$ cat config.mk
export PLATFORM = sky130hd
export DESIGN_NAME = hazard_ctrl
export DESIGN_NICKNAME = d
export VERILOG_FILES = /design/src/rtl/core_pkg.sv /design/src/rtl/sat_counter.sv /design/src/rtl/hazard_ctrl.sv
export SDC_FILE = /design/constraint.sdc
export NUM_CORES = 1
export LEC_CHECK = 0
export CAP_MARGIN = 20
export CELL_PAD_IN_SITES_DETAIL_PLACEMENT = 2
export CELL_PAD_IN_SITES_GLOBAL_PLACEMENT = 2
export CORE_ASPECT_RATIO = 0.8
export CORE_MARGIN = 1.5
export CORE_UTILIZATION = 32
export DETAILED_ROUTE_END_ITERATION = 8
export MAX_ROUTING_LAYER = met4
export PLACE_DENSITY_LB_ADDON = 0.2
export SYNTH_ARGS = -nofsm -noshare
export SYNTH_HDL_FRONTEND = slang
export SYNTH_SLANG_ARGS = --single-unit
$ cat constraint.sdc
create_clock -name clk -period 3 [get_ports clk]
set_input_delay 0.45 -clock clk [delete_from_list [all_inputs] [get_ports clk]]
set_output_delay 0.45 -clock clk [all_outputs]
set_load 0.01 [all_outputs]
$ cat src/rtl/core_pkg.sv
// Shared pipeline definitions for the 5-stage RV32I core: sequencing FSM encoding,
// NOP encoding, register-index width and the hazard-control output bundle.
package core_pkg;

  localparam int          REG_IDX_W = 5;
  localparam logic [31:0] NOP_INSTR = 32'h0000_0013;

  localparam logic [1:0] ST_RUN      = 2'b00;
  localparam logic [1:0] ST_MEM_WAIT = 2'b01;
  localparam logic [1:0] ST_ERROR    = 2'b10;

  typedef struct packed {
    logic pc_wr;
    logic ifid_wr;
    logic ifid_flush;
    logic idex_wr;
    logic idex_flush;
    logic exmem_wr;
    logic memwb_bubble;
  } pipe_ctl_t;

  localparam pipe_ctl_t CTL_OFF      = '{default: 1'b0};
  localparam pipe_ctl_t CTL_ADVANCE  = '{pc_wr: 1'b1, ifid_wr: 1'b1, ifid_flush: 1'b0,
                                         idex_wr: 1'b1, idex_flush: 1'b0, exmem_wr: 1'b1,
                                         memwb_bubble: 1'b0};
  localparam pipe_ctl_t CTL_FREEZE   = '{pc_wr: 1'b0, ifid_wr: 1'b0, ifid_flush: 1'b0,
                                         idex_wr: 1'b0, idex_flush: 1'b0, exmem_wr: 1'b0,
                                         memwb_bubble: 1'b1};
  localparam pipe_ctl_t CTL_BRANCH   = '{pc_wr: 1'b1, ifid_wr: 1'b1, ifid_flush: 1'b1,
                                         idex_wr: 1'b1, idex_flush: 1'b1, exmem_wr: 1'b1,
                                         memwb_bubble: 1'b0};
  localparam pipe_ctl_t CTL_LOAD_USE = '{pc_wr: 1'b0, ifid_wr: 1'b0, ifid_flush: 1'b0,
                                         idex_wr: 1'b1, idex_flush: 1'b1, exmem_wr: 1'b1,
                                         memwb_bubble: 1'b0};

  // x0 is hardwired to zero, so a load targeting it never creates a dependency.
  function automatic logic load_use_hit(input logic                 ex_is_load,
                                        input logic [REG_IDX_W-1:0] ex_rd,
                                        input logic [REG_IDX_W-1:0] id_rs1,
                                        input logic [REG_IDX_W-1:0] id_rs2,
                                        input logic                 id_uses_rs2);
    return ex_is_load && (ex_rd != '0) &&
           ((ex_rd == id_rs1) || (id_uses_rs2 && (ex_rd == id_rs2)));
  endfunction

endpackage

$ cat src/rtl/sat_counter.sv
// Saturating up-counter with asynchronous clear; holds at all-ones instead of wrapping.
module sat_counter #(
  parameter int W = 16
) (
  input  logic         clk,
  input  logic         rst,
  input  logic         inc,
  output logic [W-1:0] count
);

  always_ff @(posedge clk or posedge rst) begin
    if (rst)
      count <= '0;
    else if (inc && (count != '1))
      count <= count + 1'b1;
  end

endmodule

$ cat src/rtl/hazard_ctrl.sv
// Pipeline sequencing controller: load-use bubbles, branch flushes, data-memory wait
// states with a timeout trap, plus stall/flush performance counters.
module hazard_ctrl
  import core_pkg::*;
#(
  parameter int TIMEOUT = 16,
  parameter int CNT_W   = 16
) (
  input  logic                 clk,
  input  logic                 rst,
  input  logic [REG_IDX_W-1:0] ifid_rs1,
  input  logic [REG_IDX_W-1:0] ifid_rs2,
  input  logic                 ifid_use_rs2,
  input  logic                 idex_memr,
  input  logic [REG_IDX_W-1:0] idex_rd,
  input  logic                 ex_br_taken,
  input  logic                 exmem_memr,
  input  logic                 exmem_memw,
  input  logic                 dmem_ready,
  output logic                 pc_wr,
  output logic                 ifid_wr,
  output logic                 ifid_flush,
  output logic                 idex_wr,
  output logic                 idex_flush,
  output logic                 exmem_wr,
  output logic                 memwb_bubble,
  output logic                 err,
  output logic [CNT_W-1:0]     stall_cnt,
  output logic [CNT_W-1:0]     flush_cnt
);

  localparam logic [7:0] TIMEOUT_V = 8'(TIMEOUT);

  logic [1:0] state, state_nxt;
  logic [7:0] wait_cnt, wait_nxt;
  logic       mem_busy;
  logic       load_use;
  logic       br_act;
  pipe_ctl_t  ctl;

  assign mem_busy = (exmem_memr | exmem_memw) & ~dmem_ready;
  assign load_use = load_use_hit(idex_memr, idex_rd, ifid_rs1, ifid_rs2, ifid_use_rs2);

  // While frozen the ID/EX contents do not move, so branch and load-use are simply
  // re-evaluated in the first RUN cycle after release.
  always_comb begin
    ctl       = CTL_ADVANCE;
    state_nxt = state;
    wait_nxt  = wait_cnt;
    br_act    = 1'b0;
    case (state)
      ST_RUN: begin
        if (mem_busy) begin
          ctl       = CTL_FREEZE;
          state_nxt = ST_MEM_WAIT;
          wait_nxt  = 8'd1;
        end else if (ex_br_taken) begin
          ctl    = CTL_BRANCH;
          br_act = 1'b1;
        end else if (load_use) begin
          ctl = CTL_LOAD_USE;
        end
      end
      ST_MEM_WAIT: begin
        if (dmem_ready) begin
          state_nxt = ST_RUN;
          wait_nxt  = 8'd0;
        end else begin
          ctl      = CTL_FREEZE;
          wait_nxt = wait_cnt + 8'd1;
          if (wait_nxt == TIMEOUT_V)
            state_nxt = ST_ERROR;
        end
      end
      ST_ERROR: begin
        ctl = CTL_FREEZE;
      end
      default: begin
        ctl       = CTL_FREEZE;
        state_nxt = ST_ERROR;
      end
    endcase
    if (rst) begin
      ctl    = CTL_OFF;
      br_act = 1'b0;
    end
  end

  always_ff @(posedge clk or posedge rst) begin
    if (rst) begin
      state    <= ST_RUN;
      wait_cnt <= 8'd0;
      err      <= 1'b0;
    end else begin
      state    <= state_nxt;
      wait_cnt <= wait_nxt;
      if (state_nxt == ST_ERROR)
        err <= 1'b1;
    end
  end

  assign pc_wr        = ctl.pc_wr;
  assign ifid_wr      = ctl.ifid_wr;
  assign ifid_flush   = ctl.ifid_flush;
  assign idex_wr      = ctl.idex_wr;
  assign idex_flush   = ctl.idex_flush;
  assign exmem_wr     = ctl.exmem_wr;
  assign memwb_bubble = ctl.memwb_bubble;

  sat_counter #(.W(CNT_W)) u_stall_cnt (
    .clk   (clk),
    .rst   (rst),
    .inc   (~ctl.pc_wr),
    .count (stall_cnt)
  );

  sat_counter #(.W(CNT_W)) u_flush_cnt (
    .clk   (clk),
    .rst   (rst),
    .inc   (br_act),
    .count (flush_cnt)
  );

endmodule

==> Flow_metrics.wiki, run 1 <==
{| class="wikitable"
! Metric !! Value
|-
| Required time reported for the critical path endpoint || 2.55 ns
|-
| Yosys cell types || 41
|-
| Critical register-to-register path endpoint || u_stall_cnt.count[1]
|-
| Kind of critical path || input port to output port
|-
| Pre-Repair DR Iteration Count || 4
|-
| Clk Latency, worst-skew pair || 0.30 ns
|-
| Cell at the root of the clock tree || sky130_fd_sc_hd__clkbuf_8
|-
| Number of remaining DRC errors || 0
|-
| Worst setup path startpoint || idex_rd[0]
|-
| Async set-reset flop share out of synthesis || 100%
|-
| Max Root-Sink Buffers || 2
|-
| Setup bufs post-CTS || 0
|-
| Mean Syn Cell Area || 10.2 um2
|-
| Layout Skew || 0.00733 ns
|-
| Final-stage net count || 326
|-
| Cell Area, Synth || 0.00238 mm2
|-
| Post-synthesis to final-layout area growth || 34.2%
|-
| Worst slew pin tran || 0.693 ns
|-
| Via count normalized by instance count || 5.16
|-
| Overall die area || 0.00795 mm2
|-
| Final cell utilization of the core || 45.4%
|-
| Standard-cell rows || 27
|-
| Clock net sink count || 43
|-
| Share of post-route cells with drive strength above 1 || 9.97%
|-
| Net count after synthesis || 259
|-
| Sequential fraction of the synthesis area || 45.3%
|-
| Final routed wirelength across all metal layers || 6.48 mm
|-
| Final worst-path cycle share || 87.4%
|-
| Crit path max fanout || 3
|-
| #FFs+latches synth || 43
|-
| Total track usage || 18.3%
|-
| Hold Violations, Final || 0
|-
| Clock buffers created by TritonCTS || 5
|-
| Cells resized by post-CTS repair || 0
|-
| Worst Reg-to-Reg Cells || 5
|-
| Crit end category || output port
|-
| Post-detailed-route count of antenna-violating nets || 0
|-
| Area inside the core boundary || 0.00703 mm2
|-
| First-pass GRT wire length || 11.2 mm
|-
| Gate Count Post-Synth || 233
|-
| Setup crit start kind || input port
|-
| Count leader, synth || sky130_fd_sc_hd__dfrtp_1
|-
| Prevailing post-synth register cell || sky130_fd_sc_hd__dfrtp_1
|-
| Total power draw || 0.00161 W
|-
| Minimum setup slack among reg-to-reg paths || 0.73 ns
|-
| Max Cap Viol || 0
|-
| Area share of the largest cell type after synthesis || 45.3%
|-
| Worst slew slack as a fraction of its limit || 53.5%
|-
| Clock transition at the register clock pins on the worst setup and hold paths after CTS || 0.08 ns
|-
| Largest net degree at the start of global routing || 27
|-
| Number of global-route vias before repair || 2,288
|-
| Status || finished clean
|-
| Count of input and output buffers || 62
|-
| Ports || 63
|-
| TritonCTS clock tree || built
|-
| Crit path capture || ifid_wr
|-
| Overflow left after global routing || 0
|-
| Initial antenna violation count || 0
|-
| Starting density of the core || 33.8%
|-
| Area contributors post-synth || sky130_fd_sc_hd__dfrtp_1 (45%), sky130_fd_sc_hd__xor2_1 (11%), sky130_fd_sc_hd__xnor2_1 (3.7%), sky130_fd_sc_hd__nor2_1 (3.6%), sky130_fd_sc_hd__nand4_1 (3.2%)
|-
| Peak supply drop || 0.204 mV
|-
| DR WL/cell || 16.7 um
|-
| Worst hold-check path type || register to register
|-
| Shortest clock period the worst path allows after layout || 2.62 ns
|-
| Power per unit of standard cell area || 506 mW/mm2
|-
| Number of pins with negative max-slew slack in the final report || 0
|-
| Placer Congestion || 0.735
|-
| Final HPWL from detailed placement || 4.92 mm
|-
| Die Span Y || 80.1 um
|-
| Synthesis warning total || 0
|-
| Cells after DPL || 380
|-
| Number of buffers inserted for hold repair after clock tree synthesis || 0
|-
| Leakage || 1.44 nW
|-
| Routed vias || 2,002
|-
| Worst hold path startpoint || u_stall_cnt.count[12]
|-
| EDFF count, synth || 0
|-
| CP Data Arrival Time || 2.17 ns
|-
| Top post-synthesis cells by count || sky130_fd_sc_hd__dfrtp_1 (43), sky130_fd_sc_hd__xor2_1 (29), sky130_fd_sc_hd__nor2_1 (23), sky130_fd_sc_hd__nand2_1 (18), sky130_fd_sc_hd__nand3_1 (14)
|-
| Fmax || 0.381 GHz
|-
| Unrepaired setup endpoints after global routing || no
|-
| H-Tree Depth || 2
|-
| Drt first-iter violations || 80
|-
| Final total negative setup slack || 0 ns
|-
| Post-layout instance count excluding filler cells || 388
|-
| Die X-Extent || 99.3 um
|-
| Reg2Reg Launch Point || state[0]
|-
| Setup-violating endpoint count in the final report || 0
|-
| Largest area contributor in the synthesized netlist || sky130_fd_sc_hd__dfrtp_1
|-
| # diodes || 0
|}
## stage by stage
stage / instance area (um2) / hold WS, ns / worst slack, ns
2_1_floorplan: 2380 / 0.452 / 0.970
4_1_cts: 3180 / 0.498 / 0.0529
3_3_place_gp: 3100 / 0.459 / 0.0572
5_1_grt: 3190 / 0.516 / 0.265
6_report: 3190 / 0.492 / 0.378
3_5_place_dp: 3100 / 0.478 / 0.0669
## routing by layer
layer / vias up / part of all wire (%) / GRT usage (%)
met5: - / 0 / -
met1: 986 / 48 / 23.7
met4: 0 / 0.93 / 5.07
met3: 7 / 4.0 / 3.13
met2: 54 / 47 / 29.7
li1: 955 / - / -
## cell type report
type	count	area, um2
Clock buffer	6	72.6
Clock inverter	2	12.5
Fill cell	754	3840
Inverter	2	7.51
Multi-Input combinational cell	181	1230
Sequential cell	43	1080
Tap cell	87	109
Timing Repair Buffer	67	678
## critical path, stage by stage
cell and delay (ns):
sky130_fd_sc_hd__clkdlybuf4s50_1 0.48, sky130_fd_sc_hd__xor2_1 0.19, sky130_fd_sc_hd__nor4_1 0.28, sky130_fd_sc_hd__nand3_1 0.12
sky130_fd_sc_hd__nor2b_1 0.16, sky130_fd_sc_hd__o31a_1 0.32, sky130_fd_sc_hd__dlymetal6s2s_1 0.17
## worst min path at each step
stage	end	depth (start not counted)	slack [ns]
2_1_floorplan	wait_cnt[7]	1	0.45
3_3_place_gp	err	1	0.46
3_5_place_dp	u_stall_cnt.count[12]	1	0.48
4_1_cts	u_stall_cnt.count[12]	1	0.50
5_1_grt	u_stall_cnt.count[12]	1	0.52
6_report	u_stall_cnt.count[12]	1	0.49
## power breakdown
| part | total, W | internal (W) | switching, W | leakage (nW) |
|---|---|---|---|---|
| registers | 0.000784 | 0.000657 | 0.000126 | 0.577 |
| logic | 0.000456 | 0.000258 | 0.000198 | 0.824 |
| clock network | 0.000374 | 0.000163 | 0.000211 | 0.0412 |
| total | 0.00161 | 0.00108 | 0.000535 | 1.44 |
## cell families (layout without fill, tap and decap cells)
logic type,Yosys count,in the layout,share of synthesized area [%]
muxes,3,3,1.42
and+or+nand+nor,109,109,27.0
adders and majority gates,3,3,1.58
AOI/OAI and AO/OA,27,27,7.48
xor gates and xnor gates,39,39,14.4
buffers and inverters,9,77,2.84
DFF,43,43,45.3
## sequential cells by signal, indices dropped and copies added (netlist names)
register           cells
state                  2
u_stall_cnt.count     16
wait_cnt               8
err                    1
u_flush_cnt.count     16
## layout by cell type (no fill, tap or decap), drive strengths merged, types with 2 or more instances in the layout
cell type      netlist  final
and4                 4      4
dlymetal6s2s         0      3
clkbuf               1      6
dfrtp               43     43
ha                   3      3
nand4               12     12
nand3               14     14
nand2               19     19
or2                  3      3
buf                  6      5
a21o                 2      2
o21ai               13     13
nand2b               2      2
mux2                 3      3
nor2                23     23
clkdlybuf4s50        0     59
xor2                29     29
nor2b                4      4
a31oi                2      2
nor3                 9      9
o21a                 2      2
and3                 7      7
nor4                 6      6
clkinv               0      2
a22o                 2      2
nor3b                2      2
xnor2               10     10
(Power assumes the default switching activity.)
==> run 2: changes to the inputs <==
--- a/config.mk
+++ b/config.mk
@@ -13,7 +13,7 @@
 export CORE_UTILIZATION = 32
 export DETAILED_ROUTE_END_ITERATION = 8
 export MAX_ROUTING_LAYER = met4
-export PLACE_DENSITY_LB_ADDON = 0.2
+export PLACE_DENSITY = 0.87
 export SYNTH_ARGS = -nofsm -noshare
 export SYNTH_HDL_FRONTEND = slang
 export SYNTH_SLANG_ARGS = --single-unit
==> Flow_metrics.wiki, run 2 (synthesized netlist as in run 1, its figures left out) <==
{| class="wikitable"
! Metric !! Value
|-
| Worst slew slack as a fraction of its limit || 58.5% (+5.0 points)
|-
| Setup crit start kind || input port
|-
| Setup-violating endpoint count in the final report || 0 (unchanged)
|-
| Peak supply drop || 0.188 mV (-8.1%)
|-
| Number of global-route vias before repair || 2,271 (-0.74%)
|-
| # diodes || 0 (unchanged)
|-
| Most common cell after layout, fill and taps aside || sky130_fd_sc_hd__clkdlybuf4s50_1
|-
| Kind of critical path || input port to output port
|-
| TritonCTS clock tree || built
|-
| Overall die area || 0.00795 mm2 (unchanged)
|-
| Total track usage || 18.8% (+0.57 points)
|-
| Ports || 63 (unchanged)
|-
| Via count normalized by instance count || 5.31 (+2.9%)
|-
| Most used cells in the layout excluding fill and tap cells || sky130_fd_sc_hd__clkdlybuf4s50_1 (58), sky130_fd_sc_hd__dfrtp_1 (43), sky130_fd_sc_hd__xor2_1 (29)
|-
| Final HPWL from detailed placement || 5.14 mm (+4.4%)
|-
| Standard-cell rows || 27 (unchanged)
|-
| Worst slew pin tran || 0.621 ns (-0.0720 ns)
|-
| CP Data Arrival Time || 2.23 ns (+0.06 ns)
|-
| Die Span Y || 80.1 um (unchanged)
|-
| Number of remaining DRC errors || 0 (unchanged)
|-
| Placer Congestion || 0.807 (+9.9%)
|-
| DR WL/cell || 17.3 um (+3.7%)
|-
| Crit end category || output port
|-
| Worst hold-check path type || input port to async pin
|-
| Part of the power in the clock network || 23.3% (about the same)
|-
| Largest registers ranked by flip-flop count || u_flush_cnt.count x16, u_stall_cnt.count x16, wait_cnt x8
|-
| Initial antenna violation count || 0 (unchanged)
|-
| Final total negative setup slack || 0 ns (unchanged)
|-
| Fraction of power spent switching nets || 32.4% (-0.73 points)
|-
| WHS || 0.394 ns (-0.0983 ns)
|-
| Cells after DPL || 381 (+0.26%)
|-
| Shortest clock period the worst path allows after layout || 2.68 ns (+0.0603 ns)
|-
| Clock transition at the register clock pins on the worst setup and hold paths after CTS || 0.08 ns (about the same)
|-
| Leakage || 1.46 nW (+1.5%)
|-
| Post-layout instance count excluding filler cells || 388 (unchanged)
|-
| Clock buffers created by TritonCTS || 5 (unchanged)
|-
| Cell at the root of the clock tree || sky130_fd_sc_hd__clkbuf_8
|-
| Count of fill cells added during filler insertion || 759 (+0.66%)
|-
| Required time reported for the critical path endpoint || 2.55 ns (about the same)
|-
| Comb power frac || 28.6% (+0.3 points)
|-
| Crit path max fanout || 4 (+1)
|-
| Final routed wirelength across all metal layers || 6.72 mm (+3.7%)
|-
| Max Cap Viol || 0 (unchanged)
|-
| Count of input and output buffers || 62 (unchanged)
|-
| Power spent charging and discharging nets || 0.000525 W (-1.7%)
|-
| Clk Latency, worst-skew pair || 0.29 ns (about the same)
|-
| Drt first-iter violations || 53 (-34%)
|-
| Final worst-path cycle share || 89.4% (+2.0 points)
|-
| Post-detailed-route count of antenna-violating nets || 0 (unchanged)
|-
| Area inside the core boundary || 0.00703 mm2 (unchanged)
|-
| Max Root-Sink Buffers || 2 (unchanged)
|-
| Unrepaired setup endpoints after global routing || no
|-
| First-pass GRT wire length || 11.5 mm (+2.3%)
|-
| Routed vias || 2,060 (+2.9%)
|-
| Status || finished clean
|-
| Final std cell area, no fill || 0.00320 mm2 (+0.27%)
|-
| Share of post-route cells with drive strength above 1 || 11.0% (+1.0 points)
|-
| Number of pins with negative max-slew slack in the final report || 0 (unchanged)
|-
| Overflow left after global routing || 0 (unchanged)
|-
| Internal power || 0.00110 W (+1.6%)
|-
| Fmax || 0.373 GHz (-2.2%)
|-
| Clock net sink count || 43 (unchanged)
|-
| Seq pwr share || 48.1% (-0.5 points)
|-
| Post-synthesis to final-layout area growth || 34.5%
|-
| Die X-Extent || 99.3 um (unchanged)
|-
| Worst Reg-to-Reg Cells || 8 (+3)
|-
| Layout Skew || 0.00432 ns (-0.00301 ns)
|-
| Final-stage net count || 327 (+0.31%)
|-
| Starting density of the core || 33.8% (unchanged)
|-
| Hold Violations, Final || 0 (unchanged)
|-
| Pre-Repair DR Iteration Count || 3 (-1)
|-
| Power per unit of standard cell area || 507 mW/mm2 (+0.23%)
|-
| Area post-placement || 0.00309 mm2 (-0.16%)
|-
| H-Tree Depth || 2 (unchanged)
|-
| Largest net degree at the start of global routing || 23 (-15%)
|}
-- run 2: cell count changes in the layout (fill, tap and decap cells not counted), sizes merged --
cell	previous run	this run
buf	5	6
clkdlybuf4s50	59	58
clkinv	2	1
clkinvlp	1	0
dlymetal6s2s	3	4
inv	1	2
-- run 2: critical path, stage by stage --
cell                              delay, ns
sky130_fd_sc_hd__clkdlybuf4s50_1       0.42
sky130_fd_sc_hd__o21ba_2               0.22
sky130_fd_sc_hd__nor2_1                0.24
sky130_fd_sc_hd__and3_1                0.32
sky130_fd_sc_hd__clkdlybuf4s50_1       0.58
-- run 2: final timing paths --
check	startpoint	to	slack, ns
setup / recovery	exmem_memw	ifid_flush	0.32
hold / removal	rst	err	0.39
setup reg to reg	u_stall_cnt.count[0]	u_stall_cnt.count[11]	0.74
hold reg to reg	err	err	0.48
max in group asynchronous	rst	u_stall_cnt.count[3]	2.14
min in group clk	err	err	0.48
-- run 2: cell type report --
type                       count  area, um2  area share, %
clock buffer                   6       82.6           2.58
clock inverter                 1       5.00          0.157
inverter                       2       7.51          0.235
multi-input combinational    181       1240           38.8
sequential                    43       1080           33.7
tap                           87        109           3.41
timing repair buffer          68        676           21.1
-- run 2: metrics by stage --
stage | worst slack [ns] | total power [W] | utilization, %
5_1_grt | 0.250 | 0.00173 | 45.5
3_3_place_gp | 0.0947 | 0.00123 | 44.0
2_1_floorplan | 0.970 | 0.000989 | -
3_5_place_dp | 0.0167 | 0.00126 | 44.0
4_1_cts | 0.00951 | 0.00165 | 45.2
6_report | 0.318 | 0.00162 | 45.5
-- run 2: power by group through the flow --
| stage | logic, W | clock network (W) | registers, W |
|---|---|---|---|
| global placement | 0.000445 | 0 | 0.000787 |
| floorplan | 0.000193 | 0 | 0.000796 |
| CTS | 0.000472 | 0.000394 | 0.000782 |
| detailed placement | 0.000468 | 0 | 0.000791 |
| finish | 0.000464 | 0.000378 | 0.000779 |
| global route | 0.000508 | 0.000414 | 0.000804 |
-- run 2: timing repair --
action	in CTS	in global routing
buffers inserted	0	0
endpoints found under the setup margin	0	3
gates resized for setup	0	6
hold buffers	0	0
-- run 2: per-layer routing --
| metal | track usage (%) | share of wire [%] | vias up |
|---|---|---|---|
| li1 | - | - | 956 |
| met1 | 23.1 | 44 | 1044 |
| met2 | 33.2 | 51 | 55 |
| met3 | 2.79 | 3.6 | 5 |
| met4 | 4.23 | 0.80 | 0 |
| met5 | - | 0 | - |
==> run 3: changes to the inputs <==
--- a/config.mk
+++ b/config.mk
@@ -14,6 +14,7 @@
 export DETAILED_ROUTE_END_ITERATION = 8
 export MAX_ROUTING_LAYER = met4
 export PLACE_DENSITY = 0.87
+export REMOVE_ABC_BUFFERS = 1
 export SYNTH_ARGS = -nofsm -noshare
 export SYNTH_HDL_FRONTEND = slang
 export SYNTH_SLANG_ARGS = --single-unit
==> Flow_metrics.wiki, run 3 (synthesized netlist as in run 1, its figures left out) <==
{| class="wikitable"
! Metric !! Value
|-
| Status || finished clean
|-
| Power per unit of standard cell area || 510 mW/mm2 (+0.52%)
|-
| Die Span Y || 80.1 um (unchanged)
|-
| Peak supply drop || 0.188 mV (about the same)
|-
| Cell at the root of the clock tree || sky130_fd_sc_hd__clkbuf_8
|-
| TritonCTS clock tree || built
|-
| Final total negative setup slack || 0 ns (unchanged)
|-
| Worst slew slack as a fraction of its limit || 42.7% (-16 points)
|-
| Longest individual stage delay on the worst path || 0.46 ns (-0.12 ns)
|-
| Post-synthesis to final-layout area growth || 34.2%
|-
| Clock buffers created by TritonCTS || 5 (unchanged)
|-
| Final worst-path cycle share || 88.9% (-0.50 points)
|-
| Pre-Repair DR Iteration Count || 4 (+1)
|-
| Starting density of the core || 33.8% (unchanged)
|-
| Most common cell after layout, fill and taps aside || sky130_fd_sc_hd__clkdlybuf4s50_1
|-
| First-pass GRT wire length || 12.4 mm (+8.1%)
|-
| Crit-path slowest cell || sky130_fd_sc_hd__clkdlybuf4s50_1
|-
| Power spent charging and discharging nets || 0.000547 W (+4.1%)
|-
| Cell-by-cell listing of the critical path || clkdlybuf4s50_1 -> xor2_1 -> nor4_2 -> nand3_1 -> nor2b_1 -> o31a_1 -> dlymetal6s2s_1
|-
| Total track usage || 20.7% (+1.9 points)
|-
| H-Tree Depth || 2 (unchanged)
|-
| Area inside the core boundary || 0.00703 mm2 (unchanged)
|-
| Final routed wirelength across all metal layers || 7.31 mm (+8.8%)
|-
| Count of input and output buffers || 62 (unchanged)
|-
| Largest net degree at the start of global routing || 23 (unchanged)
|-
| Seq pwr share || 48.3% (+0.2 points)
|-
| Placer Congestion || 0.791 (-2.0%)
|-
| Unrepaired setup endpoints after global routing || no
|-
| Setup crit start kind || input port
|-
| Worst hold-check path type || register to register
|-
| Post-detailed-route count of antenna-violating nets || 0 (unchanged)
|-
| Fmax || 0.375 GHz (+0.56%)
|-
| Most used cells in the layout excluding fill and tap cells || sky130_fd_sc_hd__clkdlybuf4s50_1 (59), sky130_fd_sc_hd__dfrtp_1 (43), sky130_fd_sc_hd__xor2_1 (29)
|-
| Overall die area || 0.00795 mm2 (unchanged)
|-
| Via count normalized by instance count || 5.23 (-1.4%)
|-
| Kind of critical path || input port to output port
|-
| Standard-cell rows || 27 (unchanged)
|-
| Initial antenna violation count || 0 (unchanged)
|-
| Share of post-route cells with drive strength above 1 || 10.6% (-0.37 points)
|-
| Worst slew pin tran || 0.859 ns (+0.238 ns)
|-
| Leakage || 1.45 nW (-1.1%)
|-
| WHS || 0.473 ns (+0.0785 ns)
|-
| Number of remaining DRC errors || 0 (unchanged)
|-
| Part of the power in the clock network || 23.2% (about the same)
|-
| Clock transition at the register clock pins on the worst setup and hold paths after CTS || 0.08 ns (about the same)
|-
| Number of global-route vias before repair || 2,348 (+3.4%)
|-
| CP Data Arrival Time || 2.22 ns (about the same)
|-
| Fraction of power spent switching nets || 33.6% (+1.2 points)
|-
| Internal power || 0.00108 W (-1.5%)
|-
| Clk Latency, worst-skew pair || 0.30 ns (about the same)
|-
| Crit end category || output port
|-
| Routed vias || 2,036 (-1.2%)
|-
| Final std cell area, no fill || 0.00319 mm2 (-0.23%)
|-
| Final HPWL from detailed placement || 5.68 mm (+10%)
|-
| Crit path max fanout || 3 (-1)
|-
| Area post-placement || 0.00309 mm2 (unchanged)
|-
| Shortest clock period the worst path allows after layout || 2.67 ns (-0.0151 ns)
|-
| Max Cap Viol || 0 (unchanged)
|-
| Layout Skew || 0.0122 ns (+0.00786 ns)
|-
| Clock net sink count || 43 (unchanged)
|-
| Drt first-iter violations || 90 (+70%)
|-
| Required time reported for the critical path endpoint || 2.55 ns (about the same)
|-
| Setup-violating endpoint count in the final report || 0 (unchanged)
|-
| Number of buffers inserted for hold repair after clock tree synthesis || 0 (unchanged)
|-
| Ports || 63 (unchanged)
|-
| Final-stage net count || 327 (unchanged)
|-
| Largest registers ranked by flip-flop count || u_flush_cnt.count x16, u_stall_cnt.count x16, wait_cnt x8
|-
| DR WL/cell || 18.8 um (+8.6%)
|-
| Comb power frac || 28.5% (about the same)
|-
| Overflow left after global routing || 0 (unchanged)
|-
| Max Root-Sink Buffers || 2 (unchanged)
|-
| Hold Violations, Final || 0 (unchanged)
|-
| Die X-Extent || 99.3 um (unchanged)
|-
| # diodes || 0 (unchanged)
|-
| Number of pins with negative max-slew slack in the final report || 0 (unchanged)
|}
[run 3: worst paths after layout]
| path | depth (start not counted) | slack (ns) | start | endpoint |
|---|---|---|---|---|
| min in group asynchronous | 2 | 0.70 | rst | u_flush_cnt.count[1] |
| min | 1 | 0.47 | err | err |
| max in group asynchronous | 3 | 1.59 | rst | u_stall_cnt.count[12] |
| max reg2reg | 7 | 0.72 | u_stall_cnt.count[0] | u_stall_cnt.count[1] |
| min reg2reg | 1 | 0.47 | err | err |
| max | 7 | 0.33 | idex_rd[0] | pc_wr |
[run 3: timing repair]
item	CTS	global route
setup buffers	0	0
endpoints found under the hold margin	0	0
setup endpoints to repair	0	3
gates resized for setup	0	4
[run 3: final cells by class]
class | instances | area, um2
Fill cell | 766 | 3840
Timing Repair Buffer | 68 | 673
Clock buffer | 6 | 72.6
Sequential cell | 43 | 1080
Multi-Input combinational cell | 181 | 1240
Tap cell | 87 | 109
Clock inverter | 2 | 12.5
Inverter | 2 | 7.51
[run 3: power groups by stage]
| stage | combinational (W) | clock (W) | sequential (W) |
|---|---|---|---|
| after global routing | 0.000509 | 0.000415 | 0.000807 |
| final | 0.000464 | 0.000377 | 0.000786 |
| after floorplan | 0.000183 | 0 | 0.000796 |
| after detailed placement | 0.000468 | 0 | 0.000799 |
| after global placement | 0.000443 | 0 | 0.000785 |
| after CTS | 0.000472 | 0.000392 | 0.000789 |
[run 3: layer usage]
metal	routed length, um	vias up	track usage, %	share of wire (%)
met5	0	-	-	0
met4	103	0	6.90	1.4
met3	203	7	2.70	2.8
met2	3850	56	36.2	53
met1	3150	1014	24.9	43
li1	-	959	-	-
[run 3: through the flow]
stage	power, W	worst slack (ns)	utilization (%)	cells
floorplan	0.000978	0.813	-	226
global placement	0.00123	0.0894	44.0	381
detailed placement	0.00127	0.0486	44.0	381
CTS	0.00165	0.0362	45.2	389
global route	0.00173	0.219	45.4	389
finish	0.00163	0.333	45.4	389
[run 3: critical path: cells and delay by family]
kind | cells | cell delay, ns
xor+xnor | 1 | 0.19
buf+inv | 2 | 0.64
compound gates | 1 | 0.33
simple gates | 3 | 0.61
